<file path="src/rtl/vga_timing_gen.sv">
// Parametrised VGA raster timing generator: horizontal/vertical counters, registered
// sync/blank/position decodes aligned to the counters, clock enable, restart, frame counter.
module vga_timing_gen #(
    parameter int H_ACTIVE   = 640,
    parameter int H_FP       = 16,
    parameter int H_SYNC     = 96,
    parameter int H_BP       = 48,
    parameter int V_ACTIVE   = 480,
    parameter int V_FP       = 10,
    parameter int V_SYNC     = 2,
    parameter int V_BP       = 33,
    parameter int H_SYNC_POL = 0,
    parameter int V_SYNC_POL = 0,
    parameter int FRAME_W    = 8,
    localparam int H_TOTAL   = H_ACTIVE + H_FP + H_SYNC + H_BP,
    localparam int V_TOTAL   = V_ACTIVE + V_FP + V_SYNC + V_BP,
    localparam int HW        = $clog2(H_TOTAL),
    localparam int VW        = $clog2(V_TOTAL)
) (
    input  logic               pixelClk,
    input  logic               rst,
    input  logic               en,
    input  logic               restart,
    output logic [HW-1:0]      hCount,
    output logic [VW-1:0]      vCount,
    output logic               hSync,
    output logic               vSync,
    output logic               videoActive,
    output logic               endOfLine,
    output logic               endOfFrame,
    output logic               frameStart,
    output logic [FRAME_W-1:0] frameCount
);

    if (H_ACTIVE == 0 || H_FP == 0 || H_SYNC == 0 || H_BP == 0 ||
        V_ACTIVE == 0 || V_FP == 0 || V_SYNC == 0 || V_BP == 0) begin : g_param_check
        $error("vga_timing_gen: active, porch and sync parameters must all be non-zero");
    end

    // Every boundary is strictly below the total, so it fits in the counter width.
    localparam logic [HW-1:0] H_LAST       = HW'(H_TOTAL - 1);
    localparam logic [HW-1:0] H_ACT_END    = HW'(H_ACTIVE);
    localparam logic [HW-1:0] H_SYNC_START = HW'(H_ACTIVE + H_FP);
    localparam logic [HW-1:0] H_SYNC_END   = HW'(H_ACTIVE + H_FP + H_SYNC);
    localparam logic [VW-1:0] V_LAST       = VW'(V_TOTAL - 1);
    localparam logic [VW-1:0] V_ACT_END    = VW'(V_ACTIVE);
    localparam logic [VW-1:0] V_SYNC_START = VW'(V_ACTIVE + V_FP);
    localparam logic [VW-1:0] V_SYNC_END   = VW'(V_ACTIVE + V_FP + V_SYNC);
    localparam logic          H_ASSERT     = (H_SYNC_POL != 0);
    localparam logic          V_ASSERT     = (V_SYNC_POL != 0);

    logic [HW-1:0]      h_next;
    logic [VW-1:0]      v_next;
    logic [FRAME_W-1:0] frame_next;
    logic               h_wrap;
    logic               v_wrap;
    logic               hsync_next;
    logic               vsync_next;
    logic               active_next;
    logic               eol_next;
    logic               eof_next;
    logic               start_next;

    always_comb begin
        h_wrap     = (hCount == H_LAST);
        v_wrap     = (vCount == V_LAST);
        h_next     = hCount;
        v_next     = vCount;
        frame_next = frameCount;
        if (restart) begin
            h_next = '0;
            v_next = '0;
        end else if (en) begin
            h_next = h_wrap ? '0 : hCount + 1'b1;
            if (h_wrap) begin
                v_next = v_wrap ? '0 : vCount + 1'b1;
            end
            if (h_wrap && v_wrap) begin
                frame_next = frameCount + 1'b1;
            end
        end
    end

    // Decode the next counter values so the registered flags line up with the counters.
    always_comb begin
        hsync_next  = ((h_next >= H_SYNC_START) && (h_next < H_SYNC_END)) ? H_ASSERT : ~H_ASSERT;
        vsync_next  = ((v_next >= V_SYNC_START) && (v_next < V_SYNC_END)) ? V_ASSERT : ~V_ASSERT;
        active_next = (h_next < H_ACT_END) && (v_next < V_ACT_END);
        eol_next    = (h_next == H_LAST);
        eof_next    = (h_next == H_LAST) && (v_next == V_LAST);
        start_next  = (h_next == '0) && (v_next == '0);
    end

    always_ff @(posedge pixelClk or posedge rst) begin
        if (rst) begin
            hCount      <= '0;
            vCount      <= '0;
            frameCount  <= '0;
            hSync       <= ~H_ASSERT;
            vSync       <= ~V_ASSERT;
            videoActive <= 1'b1;
            endOfLine   <= 1'b0;
            endOfFrame  <= 1'b0;
            frameStart  <= 1'b1;
        end else begin
            hCount      <= h_next;
            vCount      <= v_next;
            frameCount  <= frame_next;
            hSync       <= hsync_next;
            vSync       <= vsync_next;
            videoActive <= active_next;
            endOfLine   <= eol_next;
            endOfFrame  <= eof_next;
            frameStart  <= start_next;
        end
    end

endmodule

</file>
<file path="config.mk">
export PLATFORM = sky130hd
export DESIGN_NAME = vga_timing_gen
export DESIGN_NICKNAME = d
export VERILOG_FILES = /design/src/rtl/vga_timing_gen.sv
export SDC_FILE = /design/constraint.sdc
export NUM_CORES = 1
export LEC_CHECK = 0
export BUFFER_PORTS_ARGS = -buffer_cell sky130_fd_sc_hd__buf_4
export CAP_MARGIN = 20
export CORE_AREA = 2 2 78 80
export DETAILED_ROUTE_END_ITERATION = 8
export DIE_AREA = 0 0 80 82
export PLACE_DENSITY = 0.6
export SYNTH_ARGS = -nofsm -noshare
export SYNTH_HDL_FRONTEND = slang
export SYNTH_SLANG_ARGS = --single-unit
</file>
<file path="constraint.sdc">
create_clock -name pixelClk -period 7.2 [get_ports pixelClk]
set_clock_uncertainty 0.05 [all_clocks]
set_input_delay 0.36 -clock pixelClk [delete_from_list [all_inputs] [get_ports pixelClk]]
set_output_delay 0.36 -clock pixelClk [all_outputs]
set_load 0.01 [all_outputs]
</file>
Word-level counts from Yosys, hierarchy flattened
Index checks and enable logic that the tools add are counted.
Word-level totals
  flip-flop bits (word level): 34
  bits of input ports: 4
  output and inout bits: 34
  word-level logic and storage cells: 41
Operators by class
  add/subtract/negate cells: 3
  $lt $le $gt $ge: 6
  equal/unequal tests: 4
  multiplexer cells: 9
  bitwise gates (word level): 1
  reductions and logical operators: 9
Operator list (count)
  2-to-1 mux 10 bit: 7
  equality test 10 bit, second input constant: 4
  adder 10 x 1 -> 10 bit, second input constant: 2
  logical NOT 10 bit: 2
  less-than comparator 10 bit, second input constant: 2
  less-than comparator 10 x 9 -> 1 bit, second input constant: 2
  greater-or-equal comparator 10 bit, second input constant: 1
  greater-or-equal comparator 10 x 9 -> 1 bit, second input constant: 1
  adder 8 x 1 -> 8 bit, second input constant: 1
  logical AND 1 bit: 6
  AND reduction 3 bit: 1
  2-to-1 mux 1 bit: 2
  inverter 1 bit: 1

Logic depth before layout (Yosys ltp)
  depth in word-level cells: 8
  gate-level depth with buffers: 9
  depth with buffers taken out: 8

Least setup slack after synthesis
OpenSTA, ideal clock, no wires.
  path kind: register to register
  start: register hCount[1]
  end: register vSync
  setup time: 0.096 ns
  data arrival time: 2.350 ns
  required time: 7.054 ns
  path slack: 4.704 ns
  cell stages (with the launch flop): 10
  buffers on the path: 2
  clock period less this slack: 2.496 ns
  cell sequence: dfrtp_1 > ha_1 > buf_2 > nand2_2 > or4_4 > buf_6 > nor3_2 > o221ai_2 > nor4_1 > nand4_1
Between the ends
  longest elaborated chain between the ends: 7
  elaborated cells between the ends (all ways): 8
  those cells by class: order compare: 2; eq/ne: 1; mux: 4; reduce/logical: 1
Ends and longest elaborated chain
  start, declared: line 24  | output logic [HW-1:0] hCount,
  start signal, assigned: line 106  | hCount <= h_next;
  equality test 10 bit (*): line 65  | h_wrap = (hCount == H_LAST);
  2-to-1 mux 10 bit (*): line 75  | if (h_wrap) begin
  2-to-1 mux 10 bit (*): line 73  | end else if (en) begin
  2-to-1 mux 10 bit (*): line 70  | if (restart) begin
  greater-or-equal comparator 10 x 9 -> 1 bit or less-than comparator 10 x 9 -> 1 bit (tied branches): line 87  | vsync_next = ((v_next >= V_SYNC_START) && (v_next < V_SYNC_END)) ? V_ASSERT : ~V_ASSERT;
  logical AND 1 bit (*): line 87
  2-to-1 mux 1 bit (*): line 87
  net vsync_next: line 58  | logic vsync_next;
  end signal, assigned: line 100  | vSync <= ~V_ASSERT;
  end signal, assigned: line 110  | vSync <= vsync_next;
  end, declared: line 27  | output logic vSync,
The timed path passes the listed nets; every way through them passes the cells marked *.
A chain may end at the register's enable or synchronous reset.

Worst setup path in the final report
  start: register hCount[0]
  end: register frameStart
Between the ends
  longest elaborated chain between the ends: 6
  elaborated cells between the ends (all ways): 11
  those cells by class: add/sub: 1; eq/ne: 1; mux: 6; reduce/logical: 3
Ends and longest elaborated chain
  adder 10 x 1 -> 10 bit or equality test 10 bit (tied branches): line 74, 65
  2-to-1 mux 10 bit (on tied branches): line 74, 75
  2-to-1 mux 10 bit: line 73
  2-to-1 mux 10 bit: line 70
  logical NOT 10 bit: line 91  | start_next = (h_next == '0) && (v_next == '0);
  logical AND 1 bit (*): line 91
  net start_next: line 62  | logic start_next;
  end signal, assigned: line 114  | frameStart <= start_next;
  end, declared: line 31  | output logic frameStart,
Marks and branches as above.

==> flow_metrics.py <==
metrics = {
    "outcome": {
        "outcome": "finished clean",
    },
    "sta": {
        "finalSetupViolCount": 0,
        "final-hold-violation-count": 0,
        "rsz0062_at_grt": "false",
        "maxSlewHeadroom_pct": 62.4,
        "fmax_mhz": 340,
        "tightestPinTransition_ps": 557,
        "period_share_pct": 40.9,
        "finalSetupTns_ps": 0,
        "drv_slew": 0,
        "fin_crit_ps": 2950,
        "holdWs_ps": 117,
    },
    "grt": {
        "grt_start_max_net_pins": 35,
        "grt_overflow": 0,
        "grt_pass1_wl_mm": 8.68,
        "grt_pass1_vias": 1759,
        "grt_use_total_pct": 17.2,
        "antenna_found_initial": 0,
    },
    "floorplanning": {
        "core_um2": 5750,
        "die_area_um2": 6560,
        "die_y_um": 82,
        "start_util_pct": 38.2,
        "num_io_pins": 38,
        "die_w_um": 80,
        "rows": 28,
    },
    "cells_and_area": {
        "synthToLayoutAreaGrowth_pct": 19.5,
        "drive_gt1_share_pct": 23.8,
        "nNetsFinal": 280,
        "nFillCells": 595,
        "n_antenna_cell": 0,
        "final_common_cell": "buf_4",
        "mostFrequentLayoutCells": "buf_4, dfrtp_1, nor2_1, nand2_1, xnor2_1",
    },
    "logic_synthesis": {
        "synth_fa_ha_area_share_pct": 2.28,
        "netlist.area_leader.share_pct": 34.2,
        "avgSynthCellArea_um2": 9.06,
        "ys.flop_type": "dfrtp_1",
        "yosys_warnings": 0,
        "synth.mux.area_fraction_pct": 0.970,
        "yosys.area.top_type": "dfrtp_1",
        "yosys-top-cells-area": "dfrtp_1, xnor2_1, dfstp_2, nor2_1, nand2_1",
        "seq_area_frac_synth_pct": 39.0,
        "syn_nets": 250,
        "synth_compound_area_share_pct": 13.5,
        "synthCells": 242,
        "ys_ff_latch": 34,
        "synth_area_um2": 2190,
        "synth_enable_flop_cells": 0,
        "synthDistinctLibCells": 58,
        "synth_top_family_by_area": "simple AND/OR/NAND/NOR gates",
        "synth_xor_area_share_pct": 6.79,
        "synth-simple-area-share_pct": 31.7,
        "async_reset_ff_share_pct": 100,
    },
    "setup_path": {
        "rrSetupSlack_ps": 4250,
        "start_kind": "flip-flop",
        "reg2reg_from": "hCount[0]",
        "cp-end-kind": "flip-flop",
        "worstPathRequired_ps": 7340,
        "endpoint": "frameStart",
        "worstPathMaxFanout": 12,
        "worstReg2RegEnd": "frameStart",
        "arrival_ps": 3090,
        "crit_type": "flip-flop to flip-flop",
        "cp-startpoint": "hCount[0]",
        "rr_worst_depth": 7,
    },
    "drt": {
        "dr_total_vias": 1901,
        "avgRoutedWirePerCell_um": 15.3,
        "first_pass_iters": 4,
        "drt_first_iter_violations": 101,
        "drc": 0,
        "drtAntennaViolNets": 0,
        "vias_per_cell": 5.46,
        "finalWirelength_mm": 5.32,
    },
    "clocking": {
        "cts_resized": 0,
        "cts_buffers": 5,
        "clk_pin_slew_worst_paths_ps": 80,
        "clock_sinks": 34,
        "ctsHoldBuffers": 0,
        "cts_buffer_depth": 2,
        "cts_root_buffer": "clkbuf_8",
        "clk_latency_ps": 290,
        "post_cts_buffers": 0,
        "cts_tree": "built",
        "htree_levels": 2,
    },
    "hold_path": {
        "hold_class": "input port to asynchronous set/reset pin",
    },
    "power": {
        "power_frac_seq_pct": 45.1,
        "p_sw_share_pct": 21.6,
        "clock_power_share_pct": 49.4,
        "p_sw_uw": 94.0,
        "power_density_nw_per_um2": 166,
        "leakagePower_nw": 1.11,
        "p_int_uw": 341,
        "vdd.ir_drop.worst_v": 0.000113,
        "p_comb_share_pct": 5.5,
    },
    "place": {
        "gp_congestion": 0.860,
        "place_hpwl_mm": 3.80,
        "port_buffers": 37,
    },
    "run": {
        "drv_cap": 0,
    },
}
[critical path, cell delays in order, from the launching register on]
cell	delay, ps
dfrtp_1	510
ha_1	380
nand2_2	210
or4_4	660
o31a_1	310
o21ai_1	220
nand4_1	190
nor4_2	310
[power by group through the flow]
| stage | logic, mW | registers (mW) | clock network, mW |
|---|---|---|---|
| finish | 0.0241 | 0.196 | 0.215 |
| global route | 0.0270 | 0.196 | 0.228 |
| CTS | 0.0245 | 0.196 | 0.220 |
| detailed placement | 0.0243 | 0.200 | 0 |
| global placement | 0.0242 | 0.200 | 0 |
| floorplan | 0.0161 | 0.199 | 0 |
[logic make-up after synthesis]
group,after synthesis
flip-flops,34
AND/OR/NAND/NOR,118
multiplexers,2
adder cells (fa/ha/maj),4
buffers and inverters,25
AO/OA/AOI/OAI,42
XOR/XNOR,17
[worst min path at each step]
stage | endpoint | slack [ps] | cells after the start
5_1_grt | hCount[3] | 160 | 3
2_1_floorplan | endOfFrame | 450 | 1
3_3_place_gp | frameCount[7] | 420 | 1
3_5_place_dp | frameCount[7] | 420 | 1
6_report | hCount[3] | 120 | 3
4_1_cts | hCount[3] | 130 | 3
[layer usage]
layer	wire length, µm	vias to the layer above	track usage [%]
li1	-	937	-
met1	2490	891	23.7
met3	311	9	2.86
met5	0	-	0
met4	95	0	7.97
met2	2420	64	26.3
[state kept, by name, summed over array words and instances, names as in the netlist]
register and cells:
endOfFrame 1, hSync 1, frameStart 1, endOfLine 1, vCount 10, vSync 1
hCount 10, videoActive 1, frameCount 8
[stage by stage]
stage	instances	utilization [%]	area, µm²	total power, mW	worst slack (ps)
after global routing	348	45.6	2620	0.451	4110
after detailed placement	340	43.2	2480	0.224	4310
final	348	45.6	2620	0.435	4250
after global placement	340	43.2	2480	0.224	4400
after floorplan	242	-	2190	0.215	4700
after CTS	348	45.6	2620	0.441	4290
[synth_stat cells (2+ instances only)]
master / n
a21oi_1: 11
a31oi_1: 5
and2_1: 6
and3_1: 5
and4_1: 2
buf_2: 5
buf_4: 3
buf_6: 2
clkbuf_1: 5
dfrtp_1: 30
dfstp_2: 4
ha_1: 4
inv_1: 10
nand2_1: 19
nand2b_1: 2
nand3_1: 12
nand3b_1: 3
nand4_1: 10
nor2_1: 25
nor2b_1: 4
nor3_1: 6
nor3_2: 3
nor3b_1: 2
nor4_1: 5
nor4_2: 2
o211ai_1: 2
o21a_1: 2
o21ai_0: 4
o31ai_1: 2
o32ai_1: 2
or3_1: 2
or4_1: 2
xnor2_1: 14
xor2_1: 3
[cell type report]
| cell class | instances | area [µm²] | area share (%) |
|---|---|---|---|
| multi-input combinational | 183 | 1210 | 46.2 |
| timing repair buffer | 38 | 285 | 10.9 |
| clock inverter | 3 | 68.8 | 2.63 |
| sequential | 34 | 856 | 32.7 |
| inverter | 10 | 37.5 | 1.43 |
| clock buffer | 5 | 68.8 | 2.63 |
| tap | 75 | 93.8 | 3.58 |
Power figures use the tool's default switching activity.
